## config.mk

```make
export PLATFORM = sky130hd
export DESIGN_NAME = reg_file_sb
export DESIGN_NICKNAME = d
export VERILOG_FILES = /design/src/rtl/octa16_pkg.sv /design/src/rtl/reg_scoreboard.sv /design/src/rtl/reg_file_sb.sv
export SDC_FILE = /design/constraint.sdc
export NUM_CORES = 1
export LEC_CHECK = 0
export BUFFER_PORTS_ARGS = -buffer_cell sky130_fd_sc_hd__buf_2
export CELL_PAD_IN_SITES_DETAIL_PLACEMENT = 1
export CELL_PAD_IN_SITES_GLOBAL_PLACEMENT = 1
export CORE_MARGIN = 2
export CORE_UTILIZATION = 52
export CTS_CLUSTER_DIAMETER = 80
export DETAILED_ROUTE_END_ITERATION = 12
export PLACE_DENSITY = 0.94
export SLEW_MARGIN = 25
export SYNTH_ARGS = -nofsm -noshare
export SYNTH_HDL_FRONTEND = slang
export SYNTH_SLANG_ARGS = --single-unit
```

## constraint.sdc

```tcl
create_clock -name clk -period 4.97 [get_ports clk]
set_input_delay 0.994 -clock clk [delete_from_list [all_inputs] [get_ports clk]]
set_output_delay 0.994 -clock clk [all_outputs]
set_load 0.005 [all_outputs]
```

## src/rtl/octa16_pkg.sv

```systemverilog
// Shared constants and types for the Octa16 register file.
package octa16_pkg;

  localparam int unsigned DefaultDataWidth = 16;
  localparam int unsigned DefaultAddrWidth = 3;
  localparam int unsigned ZeroRegIdx       = 0;

  typedef enum logic [0:0] {
    StIdle  = 1'b0,
    StClear = 1'b1
  } rf_state_e;

endpackage

```

## src/rtl/reg_scoreboard.sv

```systemverilog
// Pending-write scoreboard: one bit per register, set on issue, cleared on writeback or flush.
module reg_scoreboard
  import octa16_pkg::*;
#(
  parameter int unsigned ADDR_WIDTH = DefaultAddrWidth,
  parameter bit          ZERO_REG   = 1'b1,
  localparam int unsigned Depth     = 2 ** ADDR_WIDTH
) (
  input  logic                  clk,
  input  logic                  rst_n,
  input  logic                  set_en,
  input  logic [ADDR_WIDTH-1:0] set_addr,
  input  logic                  clr_en,
  input  logic [ADDR_WIDTH-1:0] clr_addr,
  output logic [Depth-1:0]      pending
);

  logic [Depth-1:0] pending_q, pending_d;
  logic             set_ok;

  assign set_ok = set_en && !(ZERO_REG && set_addr == ADDR_WIDTH'(ZeroRegIdx));

  // Set is applied after clear so a newer producer wins over a same-cycle writeback.
  always_comb begin
    pending_d = pending_q;
    if (clr_en) pending_d[clr_addr] = 1'b0;
    if (set_ok) pending_d[set_addr] = 1'b1;
  end

  always_ff @(posedge clk or negedge rst_n) begin
    if (!rst_n) pending_q <= '0;
    else        pending_q <= pending_d;
  end

  assign pending = pending_q;

endmodule

```

## src/rtl/reg_file_sb.sv

```systemverilog
// Octa16 register file: 2 read / 1 write, write-to-read bypass, scoreboard, sequential clear.
module reg_file_sb
  import octa16_pkg::*;
#(
  parameter int unsigned DATA_WIDTH = DefaultDataWidth,
  parameter int unsigned ADDR_WIDTH = DefaultAddrWidth,
  parameter bit          ZERO_REG   = 1'b1
) (
  input  logic                  clk,
  input  logic                  rst_n,
  input  logic                  wr_en,
  input  logic [ADDR_WIDTH-1:0] wr_addr,
  input  logic [DATA_WIDTH-1:0] wr_data,
  input  logic                  rs1_en,
  input  logic [ADDR_WIDTH-1:0] rs1_addr,
  output logic [DATA_WIDTH-1:0] rs1_data,
  output logic                  rs1_busy,
  input  logic                  rs2_en,
  input  logic [ADDR_WIDTH-1:0] rs2_addr,
  output logic [DATA_WIDTH-1:0] rs2_data,
  output logic                  rs2_busy,
  input  logic                  issue_en,
  input  logic [ADDR_WIDTH-1:0] issue_rd,
  input  logic                  clr_req,
  output logic                  clr_busy
);

  localparam int unsigned           Depth   = 2 ** ADDR_WIDTH;
  localparam logic [ADDR_WIDTH-1:0] LastIdx = '1;
  localparam logic [ADDR_WIDTH-1:0] ZeroIdx = ADDR_WIDTH'(ZeroRegIdx);

  rf_state_e             state_q, state_d;
  logic [ADDR_WIDTH-1:0] cnt_q, cnt_d;
  logic [DATA_WIDTH-1:0] mem_q [Depth];
  logic [Depth-1:0]      pending;

  logic in_idle, in_clear, wr_ok;
  logic rs1_zero, rs2_zero, rs1_hit, rs2_hit;

  assign in_idle  = (state_q == StIdle);
  assign in_clear = (state_q == StClear);
  assign wr_ok    = in_idle && wr_en && !(ZERO_REG && wr_addr == ZeroIdx);
  assign clr_busy = in_clear;

  always_comb begin
    state_d = state_q;
    cnt_d   = cnt_q;
    unique case (state_q)
      StIdle: begin
        if (clr_req) begin
          state_d = StClear;
          cnt_d   = '0;
        end
      end
      StClear: begin
        cnt_d = cnt_q + 1'b1;
        if (cnt_q == LastIdx) state_d = StIdle;
      end
      default: state_d = StIdle;
    endcase
  end

  always_ff @(posedge clk or negedge rst_n) begin
    if (!rst_n) begin
      state_q <= StIdle;
      cnt_q   <= '0;
    end else begin
      state_q <= state_d;
      cnt_q   <= cnt_d;
    end
  end

  always_ff @(posedge clk or negedge rst_n) begin
    if (!rst_n) begin
      for (int i = 0; i < Depth; i++) mem_q[i] <= '0;
    end else if (in_clear) begin
      mem_q[cnt_q] <= '0;
    end else if (wr_ok) begin
      mem_q[wr_addr] <= wr_data;
    end
  end

  // During clear the engine owns the scoreboard clear port; issues are dropped.
  reg_scoreboard #(
    .ADDR_WIDTH (ADDR_WIDTH),
    .ZERO_REG   (ZERO_REG)
  ) u_scoreboard (
    .clk      (clk),
    .rst_n    (rst_n),
    .set_en   (in_idle && issue_en),
    .set_addr (issue_rd),
    .clr_en   (in_clear || wr_en),
    .clr_addr (in_clear ? cnt_q : wr_addr),
    .pending  (pending)
  );

  assign rs1_zero = ZERO_REG && (rs1_addr == ZeroIdx);
  assign rs2_zero = ZERO_REG && (rs2_addr == ZeroIdx);
  assign rs1_hit  = wr_en && (wr_addr == rs1_addr);
  assign rs2_hit  = wr_en && (wr_addr == rs2_addr);

  always_comb begin
    rs1_data = mem_q[rs1_addr];
    if (!rs1_en || rs1_zero || in_clear) rs1_data = '0;
    else if (rs1_hit)                    rs1_data = wr_data;

    rs2_data = mem_q[rs2_addr];
    if (!rs2_en || rs2_zero || in_clear) rs2_data = '0;
    else if (rs2_hit)                    rs2_data = wr_data;
  end

  assign rs1_busy = rs1_en && pending[rs1_addr] && !rs1_hit && !rs1_zero && !in_clear;
  assign rs2_busy = rs2_en && pending[rs2_addr] && !rs2_hit && !rs2_zero && !in_clear;

endmodule

```

==> impl_metrics.toml <==
[run_status]
outcome = "complete, no violations"

[worst_setup_path]
timing.rr.end = "mem_q[104]$_DFFE_PN0P_"
ff2ff_setup_slack_ns = 2.28
crit_chain = "buf_2 > xnor2_1 > and4_1 > a211oi_1 > nor3_1 > buf_2"
crit_top_cell = "buf_2"
critPathMaxFanout = 20
slowest_stage = "and4_1"
crit_path_end_kind = "primary output"
ff2ff_path_depth = 4
r2r_start = "clr_busy$_DFF_PN0_"
worstSetupStartpointType = "primary input"
required_ns = 3.98
slowest_delay_ns = 0.73
crit_type = "in -> out"
critPathArrivalTime_ns = 3.07

[detailed_routing]
drtIter0Drc = 1038
routedWlPerCell_um = 34.12
vias = 6853
antenna_left = 0
routed_wirelength_um = 29930
drc = 0
first_pass_iters = 6
via_per_inst = 7.814

[placed_design]
dp_cells = 845
io_buffers = 69
dpl.hpwl_um = 17220
place_congestion = 0.9421
post-place-ws_ns = 1.088

[synth]
seq_area_frac_synth_pct = 45.42
yosysWarnings = 0
yosysUniqueCellTypes = 43
synth_compound_area_share_pct = 20.21
syn_area_per_cell_um2 = 11.96
syn_area_um2 = 7714
synthMuxAreaShare_pct = 19.40
synth_edf_count = 0
synth_top_family_by_area = "compound AO/OA/AOI/OAI gates"
synthesis.nets = 682
synthAdderAreaFrac_pct = 0.3244
synth_top_area_share_pct = 45.42
synthArstFlopShare_pct = 100.0
synth_xor_area_share_pct = 0.6813
synth.most_common_cell = "dfrtp_1"
synth-simple-area-share_pct = 9.392
ys_top_cells_by_area = "dfrtp_1 (45%), a22o_1 (13%), mux4_2 (11%)"
synth_top_cells_by_count = "dfrtp_1 (140), a22o_1 (112), mux2i_1 (64), mux4_2 (38)"
syn-instance-count = 645
synth_top_area_cell = "dfrtp_1"
synthFlopType = "dfrtp_1"
ys_ff_latch = 140

[clock_network]
cts_max_path_buffers = 2
h-tree-depth = 4
cts_buffers = 17
cts_tree = "yes"
clk_latency_ns = 0.45
cts_resized = 0
cts_hold_buf = 0
cts_sinks = 140
post_cts_buffers = 0
clock-root-buffer = "clkbuf_16"
clkTransAtPathRegs_ns = 0.06

[job]
cap_violations = 0

[grt]
grt_pass1_vias = 7208
antenna_found_initial = 0
overflow = 0
grt_pass1_wl_um = 46490
grt_max_degree = 113
grtUsageTotal_pct = 39.16

[sta]
hold_viol_final = 0
clock_skew_ns = 0.01175
tns_ns = 0
period_needed_ns = 4.065
fmaxAchievable_mhz = 246.0
rsz0062_at_grt = "false"
finalHoldWorstSlack_ns = 0.5382
finalCritPeriodShare_pct = 81.78
slew_violations = 0
slew_headroom_pct = 28.25
setup_slack_ns = 0.9054
tightest_slew_ns = 1.073
setup_viol = 0

[cells_and_area]
instances_no_fill = 877
num-fill-cells = 1486
drive_gt1_share_pct = 24.82
fin_nets = 717
diodes = 0
syn2layout_area_growth_pct = 13.48

[floorplanning]
dieArea_um2 = 15820
rows = 44
die_y_um = 125.8
core_um2 = 14530
io_pins = 70
die_w_um = 125.8
start_util_pct = 53.07

[pwr]
power.leakage_nw = 3.983
total_power_mw = 4.504
cellPowerDensity_nw_per_um2 = 514.5
ir_worst_vdd_uv = 376.1

[hold_path]
holdPathStages = 1
hp-start = "mem_q[73]$_DFFE_PN0P_"
hold_path.class = "reg -> reg"
hold_end = "mem_q[73]$_DFFE_PN0P_"
## kinds of logic (layout without fill, tap and decap cells)
logic type | after synthesis | in the layout
AO/OA/AOI/OAI | 193 | 193
XOR/XNOR | 6 | 6
adder cells (fa/ha/maj) | 2 | 2
buffers and inverters | 72 | 120
flip-flops | 140 | 140
multiplexers | 102 | 102
AND/OR/NAND/NOR | 130 | 130
## cell type report
class / count / area [um2] / share of cell area (%)
clock buffer: 18 / 429.2 / 4.903
timing repair buffer: 86 / 506.7 / 5.789
sequential: 140 / 3503 / 40.02
clock inverter: 14 / 195.2 / 2.230
inverter: 2 / 7.507 / 0.08576
multi-input combinational: 433 / 3881 / 44.34
tap: 184 / 230.2 / 2.630
## registers in the layout, summed over array words and instances, names as in the netlist
signal	cells
mem_q	128
u_scoreboard.pending	8
clr_busy	1
cnt_q	3
## metal layers
metal  global-route usage, %  part of all wire [%]  vias up
met1                   49.97                    36     3477
met3                   12.53                    12      190
met5                       0                     0        -
li1                        -                     -     2587
met2                   59.71                    46      599
met4                   21.59                   6.2        0
## worst max path at each step
| stage | end | depth (start not counted) | slack [ns] | startpoint |
|---|---|---|---|---|
| after floorplan | rs1_data[10] | 7 | 1.84 | rs1_addr[2] |
| after global placement | rs2_data[6] | 6 | 1.15 | rs2_addr[0] |
| after detailed placement | rs2_data[14] | 6 | 1.09 | rs2_addr[0] |
| after CTS | rs1_data[0] | 6 | 0.98 | rs1_addr[0] |
| after global routing | rs1_data[0] | 6 | 0.80 | rs1_addr[0] |
| final | rs1_data[0] | 6 | 0.91 | rs1_addr[2] |
## per-stage QoR
step	area [um2]	util (%)
6_report	8753	60.23
5_1_grt	8753	60.23
4_1_cts	8751	60.21
3_5_place_dp	8127	55.91
3_3_place_gp	8114	55.83
2_1_floorplan	7714	-
## placed cells by master (no fill, tap or decap), types with 3 or more instances in the layout
cell,instances
dfrtp_1,140
buf_2,68
clkinv_4,3
nand2b_1,7
o21ai_2,3
o22ai_1,30
a32o_1,3
o2bb2ai_1,3
clkbuf_16,17
a211oi_1,32
buf_4,15
nor3_1,33
mux4_2,38
a22o_1,112
nor2b_1,16
bufinv_16,4
nand2_2,3
xnor2_1,6
mux2i_1,64
nand3b_1,3
clkinvlp_4,4
o21ai_0,3
nand2_1,12
nor2_1,36
## power breakdown
group	internal [mW]	total, mW	switching, mW
clock network	0.841	1.39	0.550
registers	1.44	1.80	0.361
logic	0.562	1.32	0.754
## critical path: cells and delay by family
family	cells	cell delay, ns
xor gates and xnor gates	1	0.21
buffers and inverters	2	0.59
and+or+nand+nor	2	1.13
AOI/OAI and AO/OA	1	0.14
Note: power is estimated with default switching activity, not from simulation.
